==> src/rtl/hc8_bus_ctrl.sv <==
// hc8_bus_ctrl: memory/peripheral target on the HC8 core address/data bus.
//
// Provides a 256-byte data RAM, a UART transmitter (8N1, LSB first) fed by a
// TX FIFO, and 8-bit GPIO output/input ports. Reads are combinational; writes
// commit on the posedge ending the mem_wr cycle.
//
// Ports:
//   clk          system clock, all state updates on posedge
//   Reset        synchronous active-high reset
//   address_bus  16-bit byte address from the core
//   bus_wdata    write data (core-driven data_bus)
//   mem_wr       write request, level-valid for the whole cycle
//   mem_rd       read request, level-valid for the whole cycle
//   bus_rdata    read data, 0x00 when mem_rd is low
//   bus_oe       data_bus drive enable for the top level (equals mem_rd)
//   gpio_out     GPIO output register
//   gpio_in      asynchronous GPIO inputs
//   uart_tx      serial TX line, idle high
//
// Address map: 0x0000-0x00FF RAM, 0xFF00 TX data, 0xFF01 status,
//              0xFF02 GPIO out, 0xFF03 GPIO in. Everything else reads 0x00.

module hc8_bus_ctrl #(
    parameter int CLKS_PER_BIT = 16,
    parameter int FIFO_DEPTH   = 8
) (
    input  logic        clk,
    input  logic        Reset,
    input  logic [15:0] address_bus,
    input  logic [7:0]  bus_wdata,
    input  logic        mem_wr,
    input  logic        mem_rd,
    output logic [7:0]  bus_rdata,
    output logic        bus_oe,
    output logic [7:0]  gpio_out,
    input  logic [7:0]  gpio_in,
    output logic        uart_tx
);

    localparam int PTR_W = $clog2(FIFO_DEPTH);
    localparam int CNT_W = $clog2(CLKS_PER_BIT);
    localparam logic [PTR_W:0]   DEPTH_C  = (PTR_W + 1)'(FIFO_DEPTH);
    localparam logic [CNT_W-1:0] BIT_LAST = CNT_W'(CLKS_PER_BIT - 1);

    typedef enum logic [1:0] {
        ST_IDLE,
        ST_START,
        ST_DATA,
        ST_STOP
    } tx_state_e;

    // Address decode
    logic sel_ram, sel_txd, sel_stat, sel_gpo, sel_gpi;
    assign sel_ram  = (address_bus[15:8] == 8'h00);
    assign sel_txd  = (address_bus == 16'hFF00);
    assign sel_stat = (address_bus == 16'hFF01);
    assign sel_gpo  = (address_bus == 16'hFF02);
    assign sel_gpi  = (address_bus == 16'hFF03);

    // Storage
    logic [7:0] ram_mem  [256];
    logic [7:0] fifo_mem [FIFO_DEPTH];

    // State
    logic [PTR_W-1:0] wr_ptr_q, wr_ptr_d;
    logic [PTR_W-1:0] rd_ptr_q, rd_ptr_d;
    logic [PTR_W:0]   count_q, count_d;
    logic             overflow_q, overflow_d;
    logic [7:0]       gpio_out_q, gpio_out_d;
    logic [7:0]       sync1_q, sync1_d;
    logic [7:0]       sync2_q, sync2_d;
    tx_state_e        state_q, state_d;
    logic [CNT_W-1:0] clk_cnt_q, clk_cnt_d;
    logic [2:0]       bit_idx_q, bit_idx_d;
    logic [7:0]       shift_q, shift_d;
    logic             uart_tx_q, uart_tx_d;

    logic wr_txd, fifo_full, fifo_empty, push, pop, tx_busy, bit_end;

    assign wr_txd     = mem_wr && sel_txd;
    assign fifo_full  = (count_q == DEPTH_C);
    assign fifo_empty = (count_q == '0);
    assign push       = wr_txd && !fifo_full;
    assign pop        = (state_q == ST_IDLE) && !fifo_empty;
    assign tx_busy    = (state_q != ST_IDLE);
    assign bit_end    = (clk_cnt_q == BIT_LAST);

    // Register, FIFO and GPIO next-state
    always_comb begin
        wr_ptr_d   = push ? wr_ptr_q + 1'b1 : wr_ptr_q;
        rd_ptr_d   = pop  ? rd_ptr_q + 1'b1 : rd_ptr_q;
        count_d    = count_q;
        if (push && !pop)
            count_d = count_q + 1'b1;
        else if (pop && !push)
            count_d = count_q - 1'b1;

        // A dropped push sets overflow; the set takes priority over a clear
        // arriving in the same cycle.
        overflow_d = overflow_q;
        if (wr_txd && fifo_full)
            overflow_d = 1'b1;
        else if (mem_wr && sel_stat)
            overflow_d = 1'b0;

        gpio_out_d = (mem_wr && sel_gpo) ? bus_wdata : gpio_out_q;
        sync1_d    = gpio_in;
        sync2_d    = sync1_q;
    end

    // TX framing next-state
    always_comb begin
        state_d   = state_q;
        clk_cnt_d = clk_cnt_q;
        bit_idx_d = bit_idx_q;
        shift_d   = shift_q;
        case (state_q)
            ST_IDLE: begin
                if (pop) begin
                    state_d   = ST_START;
                    clk_cnt_d = '0;
                    shift_d   = fifo_mem[rd_ptr_q];
                end
            end
            ST_START: begin
                if (bit_end) begin
                    state_d   = ST_DATA;
                    clk_cnt_d = '0;
                    bit_idx_d = '0;
                end else begin
                    clk_cnt_d = clk_cnt_q + 1'b1;
                end
            end
            ST_DATA: begin
                if (bit_end) begin
                    clk_cnt_d = '0;
                    shift_d   = shift_q >> 1;
                    if (bit_idx_q == 3'd7)
                        state_d = ST_STOP;
                    else
                        bit_idx_d = bit_idx_q + 1'b1;
                end else begin
                    clk_cnt_d = clk_cnt_q + 1'b1;
                end
            end
            ST_STOP: begin
                if (bit_end) begin
                    state_d   = ST_IDLE;
                    clk_cnt_d = '0;
                end else begin
                    clk_cnt_d = clk_cnt_q + 1'b1;
                end
            end
            default: state_d = ST_IDLE;
        endcase

        // The line level is registered from the next state, so uart_tx always
        // matches the state it is shown in and is glitch-free.
        uart_tx_d = 1'b1;
        if (state_d == ST_START)
            uart_tx_d = 1'b0;
        else if (state_d == ST_DATA)
            uart_tx_d = shift_d[0];
    end

    // NOTE: sequential state uses non-blocking assignments so every flop
    // samples the pre-edge value of every other flop, independent of order.
    always_ff @(posedge clk) begin
        if (Reset) begin
            wr_ptr_q   <= '0;
            rd_ptr_q   <= '0;
            count_q    <= '0;
            overflow_q <= 1'b0;
            gpio_out_q <= 8'h00;
            sync1_q    <= 8'h00;
            sync2_q    <= 8'h00;
            state_q    <= ST_IDLE;
            clk_cnt_q  <= '0;
            bit_idx_q  <= '0;
            shift_q    <= 8'h00;
            uart_tx_q  <= 1'b1;
        end else begin
            wr_ptr_q   <= wr_ptr_d;
            rd_ptr_q   <= rd_ptr_d;
            count_q    <= count_d;
            overflow_q <= overflow_d;
            gpio_out_q <= gpio_out_d;
            sync1_q    <= sync1_d;
            sync2_q    <= sync2_d;
            state_q    <= state_d;
            clk_cnt_q  <= clk_cnt_d;
            bit_idx_q  <= bit_idx_d;
            shift_q    <= shift_d;
            uart_tx_q  <= uart_tx_d;
        end
    end

    // NOTE: RAM and FIFO storage carry no reset; the FIFO pointers and count
    // define what is valid, and RAM contents survive reset by design.
    always_ff @(posedge clk) begin
        if (mem_wr && sel_ram)
            ram_mem[address_bus[7:0]] <= bus_wdata;
        if (push)
            fifo_mem[wr_ptr_q] <= bus_wdata;
    end

    // Combinational read path. A simultaneous write returns the pre-write value.
    // NOTE: bus_rdata gets a default first so no path leaves it unassigned,
    // which would otherwise infer a latch.
    always_comb begin
        bus_rdata = 8'h00;
        if (mem_rd) begin
            if (sel_ram)
                bus_rdata = ram_mem[address_bus[7:0]];
            else if (sel_stat)
                bus_rdata = {4'h0, overflow_q, tx_busy, fifo_full, fifo_empty};
            else if (sel_gpo)
                bus_rdata = gpio_out_q;
            else if (sel_gpi)
                bus_rdata = sync2_q;
        end
    end

    assign bus_oe   = mem_rd;
    assign gpio_out = gpio_out_q;
    assign uart_tx  = uart_tx_q;

endmodule

==> config.mk <==
export PLATFORM = sky130hd
export DESIGN_NAME = hc8_bus_ctrl
export DESIGN_NICKNAME = d
export VERILOG_FILES = /design/src/rtl/hc8_bus_ctrl.sv
export SDC_FILE = /design/constraint.sdc
export NUM_CORES = 2
export LEC_CHECK = 0
export ABC_AREA = 0
export CAP_MARGIN = 0
export CELL_PAD_IN_SITES_DETAIL_PLACEMENT = 1
export CELL_PAD_IN_SITES_GLOBAL_PLACEMENT = 2
export CORE_ASPECT_RATIO = 0.6
export CORE_MARGIN = 2
export CORE_UTILIZATION = 45
export CTS_CLUSTER_DIAMETER = 30
export CTS_CLUSTER_SIZE = 30
export DETAILED_ROUTE_END_ITERATION = 7
export PLACE_DENSITY_LB_ADDON = 0.15
export SLEW_MARGIN = 10
export SYNTH_ARGS = -nofsm -noshare
export SYNTH_HDL_FRONTEND = slang
export SYNTH_SLANG_ARGS = --single-unit
==> constraint.sdc <==
create_clock -name clk -period 8.91 [get_ports clk]
set_clock_uncertainty 0.15 [all_clocks]
set_input_delay 0.891 -clock clk [delete_from_list [all_inputs] [get_ports clk]]
set_output_delay 0.891 -clock clk [all_outputs]
set_load 0.02 [all_outputs]
# After elaboration in Yosys (flattened, before gate mapping)

Memory sizes are Yosys's and may differ from the RTL's. A register that Yosys moved wholly into a read port is not among the register bits.
Cells that the tools add are included.

Add/subtract/negate cells: 6
Multiply operators: 0
Divide/modulo/power cells: 0
Magnitude comparators: 0
Equality and inequality tests: 16
Shift-type cells: 0
Multiplexer cells: 33
Bitwise operators: 0
Reductions and logical operators: 24

Operators by type and width:

| cell                                             | number |
|---|---|
| == test 16 bit, second input constant            | 4 |
| two-way mux 8 bit                                | 7 |
| two-way mux 4 bit                                | 4 |
| one-hot mux 8 bit (2 select lines)               | 1 |
| two-way mux 3 bit                                | 5 |
| two-way mux 2 bit                                | 5 |
| nonzero test 2 bit                               | 5 |
| adder 3 x 1 -> 3 bit, second input constant      | 3 |
| logical AND 1 bit                                | 9 |
| adder 4 x 1 -> 4 bit, second input constant      | 2 |
| == test 4 bit, second input constant             | 2 |
| logical NOT 8 bit                                | 1 |
| two-way mux 1 bit                                | 8 |
| inequality test 2 bit, second input constant     | 4 |
| one-hot mux 2 bit (4 select lines)               | 1 |
| one-hot mux 4 bit (2 select lines)               | 1 |
| == test 2 bit, second input constant             | 3 |
| one-hot mux 3 bit (2 select lines)               | 1 |
| == test 2 x 1 -> 1 bit, second input constant    | 2 |
| logical NOT 1 bit                                | 4 |
| logical NOT 4 bit                                | 1 |
| AND reduction 4 bit                              | 1 |
| subtractor 4 x 1 -> 4 bit, second input constant | 1 |
| == test 3 bit, second input constant             | 1 |
| other kinds (3)                                  | 3 |

Bits in registers: 53
Latch bits: 0
RAM bits: 2,112
ROM bits: 0
Bits of input ports: 36
Memories: 2

Memory list:

| name     | depth | bits a word | read ports | clocked after Yosys merged registers in | wr ports | line | text |
|---|---|---|---|---|---|---|---|
| ram_mem  | 256   | 8           | 1          | 0                                       | 1        | 61   | `logic [7:0] ram_mem [256];` |
| fifo_mem | 8     | 8           | 1          | 1                                       | 1        | 62   | `logic [7:0] fifo_mem [FIFO_DEPTH];` |

# Longest topological paths before layout

Depth after elaboration: 8
Gate-level depth with buffers: 16
Depth with buffers taken out: 13

# Worst setup path after synthesis

Ideal clock, no wire load.

Path kind: input to output
From: input address_bus[1]
To: output bus_rdata[0]
Arrival: 3.096 ns
Required time: 7.869 ns
Setup slack: 4.773 ns
Stages on the path: 9
Cells stage by stage: buf_2 buf_2 buf_1 mux4_2 mux4_2 nor2b_1 nor4_1 nand4_1 o211a_1

Word-level cells in the longest chain between the ends: 6
Elaborated cells between the ends (all ways): 9

Ends and longest elaborated chain:

| element                                                                           | line | text |
|---|---|---|
| from (decl)                                                                       | 29   | `input logic [15:0] address_bus,` |
| parallel branches: the longest is 4 deep, another holds memory read (256 x 8 bit) | -    |  |
| two-way mux 8 bit *                                                               | 213  | `if (sel_ram)` |
| two-way mux 8 bit *                                                               | 212  | `if (mem_rd) begin` |
| to (decl)                                                                         | 33   | `output logic [7:0] bus_rdata,` |

Mark *: on every way between the ends.

# Final worst setup path

From: input address_bus[0]
To: output bus_rdata[3]

The elaborated chain is that of the path after synthesis.

==> results.rst <==
.. list-table::
   :header-rows: 1

   * - Metric
     - Value
   * - Run status
     - complete, no violations
   * - Number of nets in the final layout
     - 4292
   * - Data required time at the worst endpoint
     - 7870 ps
   * - Period utilization
     - 0.758
   * - Leakage
     - 31.2 nW
   * - FMAX
     - 148 MHz
   * - Critical Path Start Type
     - primary input
   * - Post-synth ARST share
     - 0
   * - Number of enable-type register cells in the synthesized netlist
     - 2112
   * - Std cell rows
     - 123
   * - Count of pins on the block boundary
     - 54
   * - Commonest register cell after synthesis
     - sky130_fd_sc_hd__edfxtp_1
   * - Count of TritonRoute iterations in the first routing pass
     - 6
   * - Smallest hold slack
     - 282 ps
   * - Arrival time worst endpoint
     - 5720 ps
   * - Post-route insts no fill
     - 7022
   * - Max-cap viol count
     - 0
   * - Buffer count from post-CTS setup fixing
     - 0
   * - Max-slew headroom
     - 0.0544
   * - Clk pin slew, worst setup/hold paths
     - 50 ps
   * - CTS Hold Buffers Added
     - 0
   * - Kind of capture point of the worst setup path
     - output pin
   * - Area after detailed placement
     - 87700 um^2
   * - Worst-case clock buffer depth
     - 4
   * - PD cells
     - 259 nW/um^2
   * - Clock Sink Count
     - 2168
   * - Global-route wire length before repair
     - 348000 um
   * - Setup repair after global routing missed its margin
     - no
   * - Layout cell share with drive strength beyond 1
     - 0.272
   * - Final critical-path required period
     - 6760 ps
   * - CTS tree
     - yes
   * - TritonCTS buffer count
     - 336
   * - Mean instance size in the synthesized netlist
     - 21.1 um^2
   * - Average wire per standard cell
     - 34.8 um
   * - Crit-path max FO
     - 56
   * - Kind of cell adding the most delay to the critical path
     - buffers and inverters
   * - Maximum number of pins on one net before global-route repair
     - 185
   * - Cell area after synthesis
     - 84300 um^2
   * - GRT overflow
     - 0
   * - Number of distinct library cells after synthesis
     - 65
   * - Total of buffers placed on input and output ports
     - 53
   * - Flops & latches, synth
     - 2168
   * - Final estimated routing congestion in global placement
     - 0.790
   * - Floorplan die height
     - 339 um
   * - DRC violations left
     - 0
   * - Post-CTS resize count
     - 0
   * - Starting DRC count in detailed routing
     - 5584
   * - Starting utilization of the core area
     - 0.451
   * - Area of the placeable core
     - 187000 um^2
   * - Number of global-route vias before repair
     - 43.9k
   * - Post-DP HPWL
     - 145000 um
   * - Overall die area
     - 191000 um^2
   * - Cells along the critical path
     - buf_8 -> buf_4 -> buf_4 -> mux4_2 -> mux4_2 -> o211ai_1 -> a2111oi_1 -> buf_2 -> buf_4 -> o31a_1 -> clkdlybuf4s50_1
   * - Relative area change from synthesis to final layout
     - 17.4%
   * - Layout Cell Area excl Fill
     - 99000 um^2
   * - Total wire length
     - 244000 um
   * - Final total negative setup slack
     - 0 ps
   * - Vias per std cell
     - 6.16
   * - Antenna violation net count after detailed routing
     - 0
   * - Clock root buffer
     - sky130_fd_sc_hd__clkbuf_16
   * - Worst-case setup slack after placement
     - 2000 ps
   * - Worst vdd ir
     - 0.000268 V
   * - Warning count from the yosys run
     - 0
   * - Post-synth net total
     - 4046
   * - Hold crit path type
     - flip-flop to flip-flop
   * - Overall power consumption
     - 25.7 mW
   * - Slew Viols, Final
     - 0
   * - Fraction of the core area covered by cells at the end of the flow
     - 0.530
   * - Count of mapped cells out of synthesis
     - 4001
   * - Critical Path Most Common Cell
     - sky130_fd_sc_hd__buf_4
   * - Antenna violations before repair
     - 21
   * - Final worst slack
     - 2150 ps
   * - Slowest library cell on the worst path
     - sky130_fd_sc_hd__o211ai_1
   * - H-tree levels
     - 5
   * - Latest clock arrival within the worst-skew pair
     - 830 ps
   * - Combined global-route utilization of all metal layers
     - 0.257
   * - Slew @ Worst Pin
     - 1420 ps
   * - Worst setup path category
     - primary input to output pin
   * - Share of synthesized area occupied by flip-flops and latches
     - 0.765
   * - Final hold violation count
     - 0
   * - Worst path bufs/invs
     - 6
   * - Number of placed instances with taps included
     - 6409
   * - Total via count after detailed routing
     - 43.2k
   * - Largest stage delay, worst path
     - 710 ps
   * - Horizontal die dimension
     - 563 um
   * - Final setup violation count
     - 0
-- final cells by class --
type                    instances  area [um^2]
diodes                          1         2.50
clock buffers                 376         8740
clock inverters               236         2530
fillers                     16200        87800
inverters                      10         37.5
multi-input cells            1584        18600
flip-flops and latches       2168        64500
well taps                    2500         3130
repair buffers                147         1430
-- metal layers --
layer / GRT usage / part of all wire / vias to the layer above
met3: 0.0530 / 0.087 / 344
met4: 0.0614 / 0.022 / 2
met5: 0 / 0.000078 / -
li1: - / - / 17300
met1: 0.422 / 0.47 / 23500
met2: 0.350 / 0.42 / 2046
-- registers in the layout, indices dropped and copies added (netlist names), 4 cells and up, named ones only --
| name | cells |
|---|---|
| clk_cnt_q | 4 |
| count_q | 4 |
| fifo_mem | 64 |
| gpio_out | 8 |
| ram_mem | 2048 |
| shift_q | 8 |
| sync1_q | 8 |
| sync2_q | 8 |
-- path summary, 6_finish.rpt --
check	from	to	depth (start not counted)	slack, ps
max	address_bus[0]	bus_rdata[3]	11	2150
min	sync1_q[7]	sync2_q[7]	1	280
max reg2reg	count_q[3]	count_q[3]	11	5310
min reg2reg	sync1_q[7]	sync2_q[7]	1	280
-- cell usage after synthesis, types with 19 or more instances --
| master | number | area (um^2) |
|---|---|---|
| sky130_fd_sc_hd__nand2_1 | 95 | 357 |
| sky130_fd_sc_hd__buf_4 | 29 | 218 |
| sky130_fd_sc_hd__a21oi_1 | 53 | 265 |
| sky130_fd_sc_hd__nand3_1 | 60 | 300 |
| sky130_fd_sc_hd__edfxtp_1 | 2112 | 63400 |
| sky130_fd_sc_hd__nor2_1 | 323 | 1210 |
| sky130_fd_sc_hd__buf_2 | 76 | 380 |
| sky130_fd_sc_hd__a211oi_1 | 21 | 158 |
| sky130_fd_sc_hd__clkbuf_1 | 96 | 360 |
| sky130_fd_sc_hd__buf_6 | 19 | 214 |
| sky130_fd_sc_hd__dfxtp_1 | 56 | 1120 |
| sky130_fd_sc_hd__mux2i_1 | 135 | 1350 |
| sky130_fd_sc_hd__mux4_2 | 545 | 12300 |
| sky130_fd_sc_hd__o21ai_0 | 24 | 120 |
| sky130_fd_sc_hd__nor2b_1 | 41 | 257 |
| sky130_fd_sc_hd__buf_1 | 19 | 71.3 |
| sky130_fd_sc_hd__a22oi_1 | 74 | 556 |
-- cells in the final DEF, fill, tap and decap left out, types with 12 or more instances in the layout --
cell type                         count
sky130_fd_sc_hd__inv_8               18
sky130_fd_sc_hd__a21oi_1             53
sky130_fd_sc_hd__o22ai_1             13
sky130_fd_sc_hd__nand3_1             60
sky130_fd_sc_hd__bufinv_16           33
sky130_fd_sc_hd__clkinv_2            26
sky130_fd_sc_hd__clkinvlp_4          35
sky130_fd_sc_hd__nand2b_1            12
sky130_fd_sc_hd__nor2_1             319
sky130_fd_sc_hd__mux2i_1            135
sky130_fd_sc_hd__edfxtp_1          2112
sky130_fd_sc_hd__a211oi_1            21
sky130_fd_sc_hd__a221oi_1            13
sky130_fd_sc_hd__nor3_1              17
sky130_fd_sc_hd__clkbuf_1            30
sky130_fd_sc_hd__mux4_2             545
sky130_fd_sc_hd__o21ai_0             24
sky130_fd_sc_hd__clkinv_1            46
sky130_fd_sc_hd__buf_4               79
sky130_fd_sc_hd__clkbuf_16          343
sky130_fd_sc_hd__clkinv_4            25
sky130_fd_sc_hd__buf_12              13
sky130_fd_sc_hd__nor2b_1             38
sky130_fd_sc_hd__dfxtp_1             56
sky130_fd_sc_hd__nand2_1             83
sky130_fd_sc_hd__clkdlybuf4s50_1     36
sky130_fd_sc_hd__nand4_1             15
sky130_fd_sc_hd__inv_6               44
sky130_fd_sc_hd__nand2_2             12
sky130_fd_sc_hd__o211ai_1            16
sky130_fd_sc_hd__a22oi_1             74
-- report_power, final --
part	internal, mW	switching (mW)	leakage, nW
Combinational	0.447	0.798	6.34
Clock	8.14	5.02	5.42
Sequential	11.2	0.0409	19.4
Total	19.8	5.86	31.2
-- cell families (layout without fill, tap and decap cells) --
family                   Yosys count  count (layout)  share of synthesized area
AO/OA/AOI/OAI                    277             277                     0.0231
other                              0               1                          0
XOR/XNOR                           8               8                   0.000831
multiplexers                     690             690                      0.163
adder cells (fa/ha/maj)            9               9                    0.00142
AND/OR/NAND/NOR                  600             600                     0.0314
buffers and inverters            249             769                     0.0152
flip-flops                      2168            2168                      0.765
No activity file was read; power rests on OpenSTA's default activity.
